### src/rtl/rr_grant_scheduler.sv
// -----------------------------------------------------------------------------
// rr_grant_scheduler
//   Round-robin arbiter sharing one resource among M = 2**N requesters.
//   A registered binary grant index is decoded into a one-hot grant vector.
//   A hold quantum (MAX_HOLD cycles) limits how long one requester keeps the
//   resource while others are waiting.
//
// Ports
//   clk          in   1   single clock, rising edge
//   rst_n        in   1   asynchronous active-low reset
//   req          in   M   request vector, bit i = requester i
//   grant        out  M   one-hot grant, all-zero when grant_valid = 0
//   grant_idx    out  N   binary index of the current grant holder
//   grant_valid  out  1   a grant is active this cycle
// -----------------------------------------------------------------------------
module rr_grant_scheduler #(
    parameter int N        = 3,
    parameter int MAX_HOLD = 4
) (
    input  logic               clk,
    input  logic               rst_n,
    input  logic [(1<<N)-1:0]  req,
    output logic [(1<<N)-1:0]  grant,
    output logic [N-1:0]       grant_idx,
    output logic               grant_valid
);

    localparam int M  = 1 << N;
    localparam int HW = $clog2(MAX_HOLD + 1);

    typedef enum logic {
        IDLE  = 1'b0,
        GRANT = 1'b1
    } state_t;

    state_t          state, state_nxt;
    logic [N-1:0]    last_ptr, last_nxt;
    logic [N-1:0]    idx_nxt;
    logic            valid_nxt;
    logic [M-1:0]    grant_nxt;
    logic [HW-1:0]   hold_cnt, hold_nxt;

    // Returns {found, index} of the first set bit of r, scanning from base+1
    // upward and wrapping M-1 -> 0. Scanning offsets from largest to smallest
    // lets the nearest candidate overwrite the result last.
    function automatic logic [N:0] rr_search(input logic [M-1:0] r,
                                             input logic [N-1:0] base);
        logic [N:0]   res;
        logic [N-1:0] j;
        res = '0;
        for (int k = M; k >= 1; k--) begin
            j = base + N'(k);
            if (r[j]) res = {1'b1, j};
        end
        return res;
    endfunction

    logic [M-1:0] others;
    logic [N:0]   pick_all;
    logic [N:0]   pick_oth;

    // Requests from everyone except the current holder; only looked at when
    // the holder releases or its quantum expires.
    assign others   = req & ~(M'(1) << grant_idx);
    assign pick_all = rr_search(req, last_ptr);
    assign pick_oth = rr_search(others, last_ptr);

    // NOTE: every signal written here gets a default first, so no path leaves
    // a value unassigned and no latch is inferred.
    always_comb begin
        state_nxt = state;
        last_nxt  = last_ptr;
        idx_nxt   = grant_idx;
        valid_nxt = grant_valid;
        hold_nxt  = hold_cnt;

        unique case (state)
            IDLE: begin
                if (pick_all[N]) begin
                    idx_nxt   = pick_all[N-1:0];
                    last_nxt  = pick_all[N-1:0];
                    valid_nxt = 1'b1;
                    hold_nxt  = HW'(1);
                    state_nxt = GRANT;
                end
            end
            GRANT: begin
                if (!req[grant_idx]) begin
                    // Release wins over quantum expiry; hand over with no bubble.
                    if (pick_oth[N]) begin
                        idx_nxt  = pick_oth[N-1:0];
                        last_nxt = pick_oth[N-1:0];
                        hold_nxt = HW'(1);
                    end else begin
                        valid_nxt = 1'b0;
                        hold_nxt  = '0;
                        state_nxt = IDLE;
                    end
                end else if (hold_cnt == HW'(MAX_HOLD)) begin
                    // Quantum expired: preempt if anyone else waits, otherwise
                    // the holder simply starts a fresh quantum.
                    if (pick_oth[N]) begin
                        idx_nxt  = pick_oth[N-1:0];
                        last_nxt = pick_oth[N-1:0];
                    end
                    hold_nxt = HW'(1);
                end else begin
                    hold_nxt = hold_cnt + HW'(1);
                end
            end
            default: state_nxt = IDLE;
        endcase

        grant_nxt = valid_nxt ? (M'(1) << idx_nxt) : '0;
    end

    // NOTE: state registers use non-blocking assignments so every flop samples
    // the pre-edge values regardless of statement order.
    always_ff @(posedge clk or negedge rst_n) begin
        if (!rst_n) begin
            state       <= IDLE;
            last_ptr    <= N'(M - 1);
            grant_idx   <= '0;
            grant_valid <= 1'b0;
            grant       <= '0;
            hold_cnt    <= '0;
        end else begin
            state       <= state_nxt;
            last_ptr    <= last_nxt;
            grant_idx   <= idx_nxt;
            grant_valid <= valid_nxt;
            grant       <= grant_nxt;
            hold_cnt    <= hold_nxt;
        end
    end

endmodule
### config.mk
export PLATFORM = sky130hd
export DESIGN_NAME = rr_grant_scheduler
export DESIGN_NICKNAME = d
export VERILOG_FILES = /design/src/rtl/rr_grant_scheduler.sv
export SDC_FILE = /design/constraint.sdc
export NUM_CORES = 1
export LEC_CHECK = 0
export BUFFER_PORTS_ARGS = -buffer_cell sky130_fd_sc_hd__buf_2
export CAP_MARGIN = 10
export CORE_ASPECT_RATIO = 1.75
export CORE_MARGIN = 5
export CORE_UTILIZATION = 50
export CTS_CLUSTER_DIAMETER = 30
export DETAILED_ROUTE_END_ITERATION = 7
export PLACE_DENSITY = 0.68
export SETUP_SLACK_MARGIN = 0.2
export SYNTH_ARGS = -nofsm -noshare
export SYNTH_HDL_FRONTEND = slang
export SYNTH_SLANG_ARGS = --single-unit
### constraint.sdc
create_clock -name clk -period 4.1 [get_ports clk]
set_input_delay 0.82 -clock clk [delete_from_list [all_inputs] [get_ports clk]]
set_output_delay 0.82 -clock clk [all_outputs]
set_load 0.01 [all_outputs]
==> results.md <==
| Quantity | Reported |
|:---|:---|
| Number of enable flip-flop cells after synthesis | 0 |
| Worst clock skew | 0.00323 ns |
| Main synth FF type | dfrtp_1 |
| Total grt overflow | 0 |
| Headroom to the max-slew limit | 54.8% |
| Maximum number of pins on one net before global-route repair | 32 |
| Global-route wire length before repair | 14.5 mm |
| Portion of netlist area occupied by mux cells | 15.8% |
| Iter 0 DRT Violations | 278 |
| Max Freq | 275 MHz |
| Arrival time of data at the critical path endpoint | 3.77 ns |
| GP Congestion | 0.928 |
| Clock root cell | clkbuf_8 |
| Gr usage total | 26.0% |
| Net Count, Synth | 353 |
| Worst Setup End Kind | flip-flop |
| Mapped Cells | 339 |
| Synthesized-area fraction occupied by ao, oa, aoi and oai cells | 33.0% |
| Synthesized area per cell | 8.31 um^2 |
| Post-synth top cells | nand2_1 (35), nor2_1 (21), a21oi_1 (16), dfrtp_1 (16), mux4_2 (16) |
| Flops & latches, synth | 19 |
| Post-route minimum period | 3.64 ns |
| Estimated wirelength of the detail-placed design | 7.13 mm |
| Routed length per instance | 20.7 um |
| Cell types occupying the most area after synthesis | dfrtp_1 (14%), mux4_2 (13%), nand2_1 (4.7%) |
| Per-cell via count in the routed design | 6.89 |
| DRC Markers | 0 |
| Xor/xnor share of the synthesized area | 1.55% |
| Sinks on the clock net | 19 |
| Most repeated cell in the gate-level netlist after synthesis | nand2_1 |
| H-tree lvl count | 1 |
| Async set-reset flop share out of synthesis | 100% |
| I/O Pins | 22 |
| Max-slew violations | 0 |
| Clock-pin slew of the registers on the worst-case setup and hold paths | 0.07 ns |
| Final nets | 373 |
| Number of global-route vias before repair | 2930 |
| Count of cell types in the netlist | 78 |
| Cell Rows | 36 |
| Detail Route Antenna Nets | 0 |
| Startpoint-to-endpoint class of the critical path | reg2reg |
| Vertical extent of the die | 109 um |
| Setup TNS after final layout | 0 ns |
| Number of buffers added by the clock tree synthesis step | 3 |
| Yosys top cell by area | dfrtp_1 |
| Starting Density | 50.9% |
| Combinational family with the most area after synthesis | compound AO/OA/AOI/OAI gates |
| Clock tree from TritonCTS | done |
| Setup Viol. Count Final | 0 |
| Largest fanout on the critical path | 19 |
| Share of post-route cells with drive strength above 1 | 23.7% |
| Via count of the routed design | 2989 |
| Met3 WL post-DR | 432 um |
| Post-synth design cell area | 0.00282 mm^2 |
| Unrepaired setup endpoints after global routing | false |
| Startpoint class of the critical path | flip-flop |
| Area enclosed by the die boundary | 0.00730 mm^2 |
| Total wire length after detailed routing | 8.98 mm |
| Sequential element share of the synthesized area | 17.0% |
| Die Wd | 66.7 um |
| Share of the synthesized area in the top cell type | 14.2% |
| Simple-gate portion of the synthesized area | 25.1% |
| Register-to-Register Setup Slack | 0.46 ns |
| Pre-Repair DR Iteration Count | 5 |
| Fin. Hold Viols | 0 |
| Req. time, crit path | 4.23 ns |
| Top routing layer used | met4 |
| Ant. Diodes | 0 |
| Initial antenna violation count | 0 |
| Total of buffers placed on input and output ports | 21 |
| Final critical-path share of the clock period | 88.8% |
| Status | finished, final reports clean |
| Max Cap Violations | 0 |
| Clock network latency to the later pin of the worst-skew pair | 0.26 ns |
| Wire length on met1 | 3.04 mm |
| Area of the core | 0.00554 mm^2 |
| Min-delay worst type | in2async |
| Actual slew at the worst max-slew pin | 0.668 ns |
| Synth Warn # | 0 |
| Maximum number of buffers from clock root to sink | 2 |
| Adder and majority cell fraction of the synthesized area | 1.78% |
| Met2 wire len | 4.83 mm |
| Growth of design area from synthesis to finish | 9.59% |
==> worst max-delay path, stage by stage (launching register included) <==
cell      delay [ns]
dfstp_2         0.57
buf_4           0.24
buf_4           0.28
and2_1          0.23
a22oi_1         0.17
mux4_2          0.56
o311ai_2        0.16
o21bai_1        0.19
a21oi_1         0.32
clkinv_1        0.14
a221o_1         0.45
nor3b_1         0.20
==> worst paths after layout <==
path / startpoint / depth (start not counted) / to
max: last_ptr[0] / 11 / grant[5]
min: rst_n / 1 / hold_cnt[1]
max reg2reg: last_ptr[0] / 11 / grant[5]
min reg2reg: hold_cnt[1] / 2 / hold_cnt[1]
max in group asynchronous: rst_n / 1 / last_ptr[0]
min in group clk: hold_cnt[1] / 2 / hold_cnt[1]
==> through the flow <==
step / setup WS [ns] / cell area [um^2] / util [%] / hold slack (ns) / std cells
6_report: 0.459 / 3090 / 55.7 / 0.488 / 434
5_1_grt: 0.225 / 3090 / 55.7 / 0.506 / 434
4_1_cts: 0.326 / 3080 / 55.6 / 0.496 / 434
3_5_place_dp: 0.399 / 3030 / 54.7 / 0.555 / 430
3_3_place_gp: 0.406 / 3030 / 54.7 / 0.561 / 430
2_1_floorplan: 0.326 / 2820 / - / 0.524 / 339
==> final cells by class <==
cell class                 instances  area (um^2)
sequential                        19          479
clock buffer                       3         41.3
clock inverter                     1         7.51
tap                               76         95.1
timing repair buffer              38          233
fill                             535         2450
inverter                          13         48.8
multi-input combinational        284         2180
==> per-layer routing <==
layer	up-vias	GRT usage, %
met5	-	0
met4	0	17.7
met3	46	2.56
met2	120	47.4
met1	1440	27.2
li1	1383	-
==> cells by family after synthesis <==
| kind of cell | after synthesis |
|---|---|
| adders and majority gates | 4 |
| muxes | 24 |
| xor gates and xnor gates | 5 |
| AOI/OAI and AO/OA | 122 |
| buffers and inverters | 36 |
| DFF | 19 |
| and+or+nand+nor | 129 |
==> flip-flops by register name (all words and copies together), names as in the netlist <==
| name | count |
|---|---|
| hold_cnt | 3 |
| state | 1 |
| last_ptr | 3 |
| grant | 8 |
| grant_valid | 1 |
| grant_idx | 3 |
==> layout by cell type (no fill, tap or decap), types with 3 or more instances in the layout <==
| cell type | count |
|---|---|
| a2111oi_0 | 3 |
| a211oi_1 | 6 |
| a21boi_0 | 4 |
| a21oi_1 | 16 |
| a221o_1 | 3 |
| a221oi_1 | 4 |
| a22o_1 | 5 |
| a22oi_1 | 4 |
| a31oi_1 | 8 |
| and2_1 | 4 |
| and3_1 | 8 |
| buf_2 | 21 |
| buf_4 | 17 |
| clkbuf_8 | 3 |
| dfrtp_1 | 16 |
| dfstp_2 | 3 |
| ha_1 | 4 |
| inv_1 | 11 |
| mux2_2 | 3 |
| mux2i_1 | 5 |
| mux4_2 | 16 |
| nand2_1 | 35 |
| nand2b_1 | 7 |
| nand3_1 | 15 |
| nand3b_1 | 6 |
| nor2_1 | 21 |
| nor2b_1 | 5 |
| nor3_1 | 3 |
| nor3b_1 | 3 |
| nor3b_2 | 3 |
| nor4_1 | 4 |
| o211ai_1 | 4 |
| o21ai_0 | 12 |
| o22a_1 | 8 |
| o22ai_1 | 10 |
| o31ai_1 | 3 |
==> what timing repair did <==
action | 4_1_cts | 5_1_grt
setup buffers | 0 | 0
gates resized for setup | 0 | 1
hold buffers | 0 | 0
endpoints found under the setup margin | 0 | 8
Power is left out: the tool's default activity adds up to more than one toggle a clock period on the data nets, which glitch-free logic cannot reach.
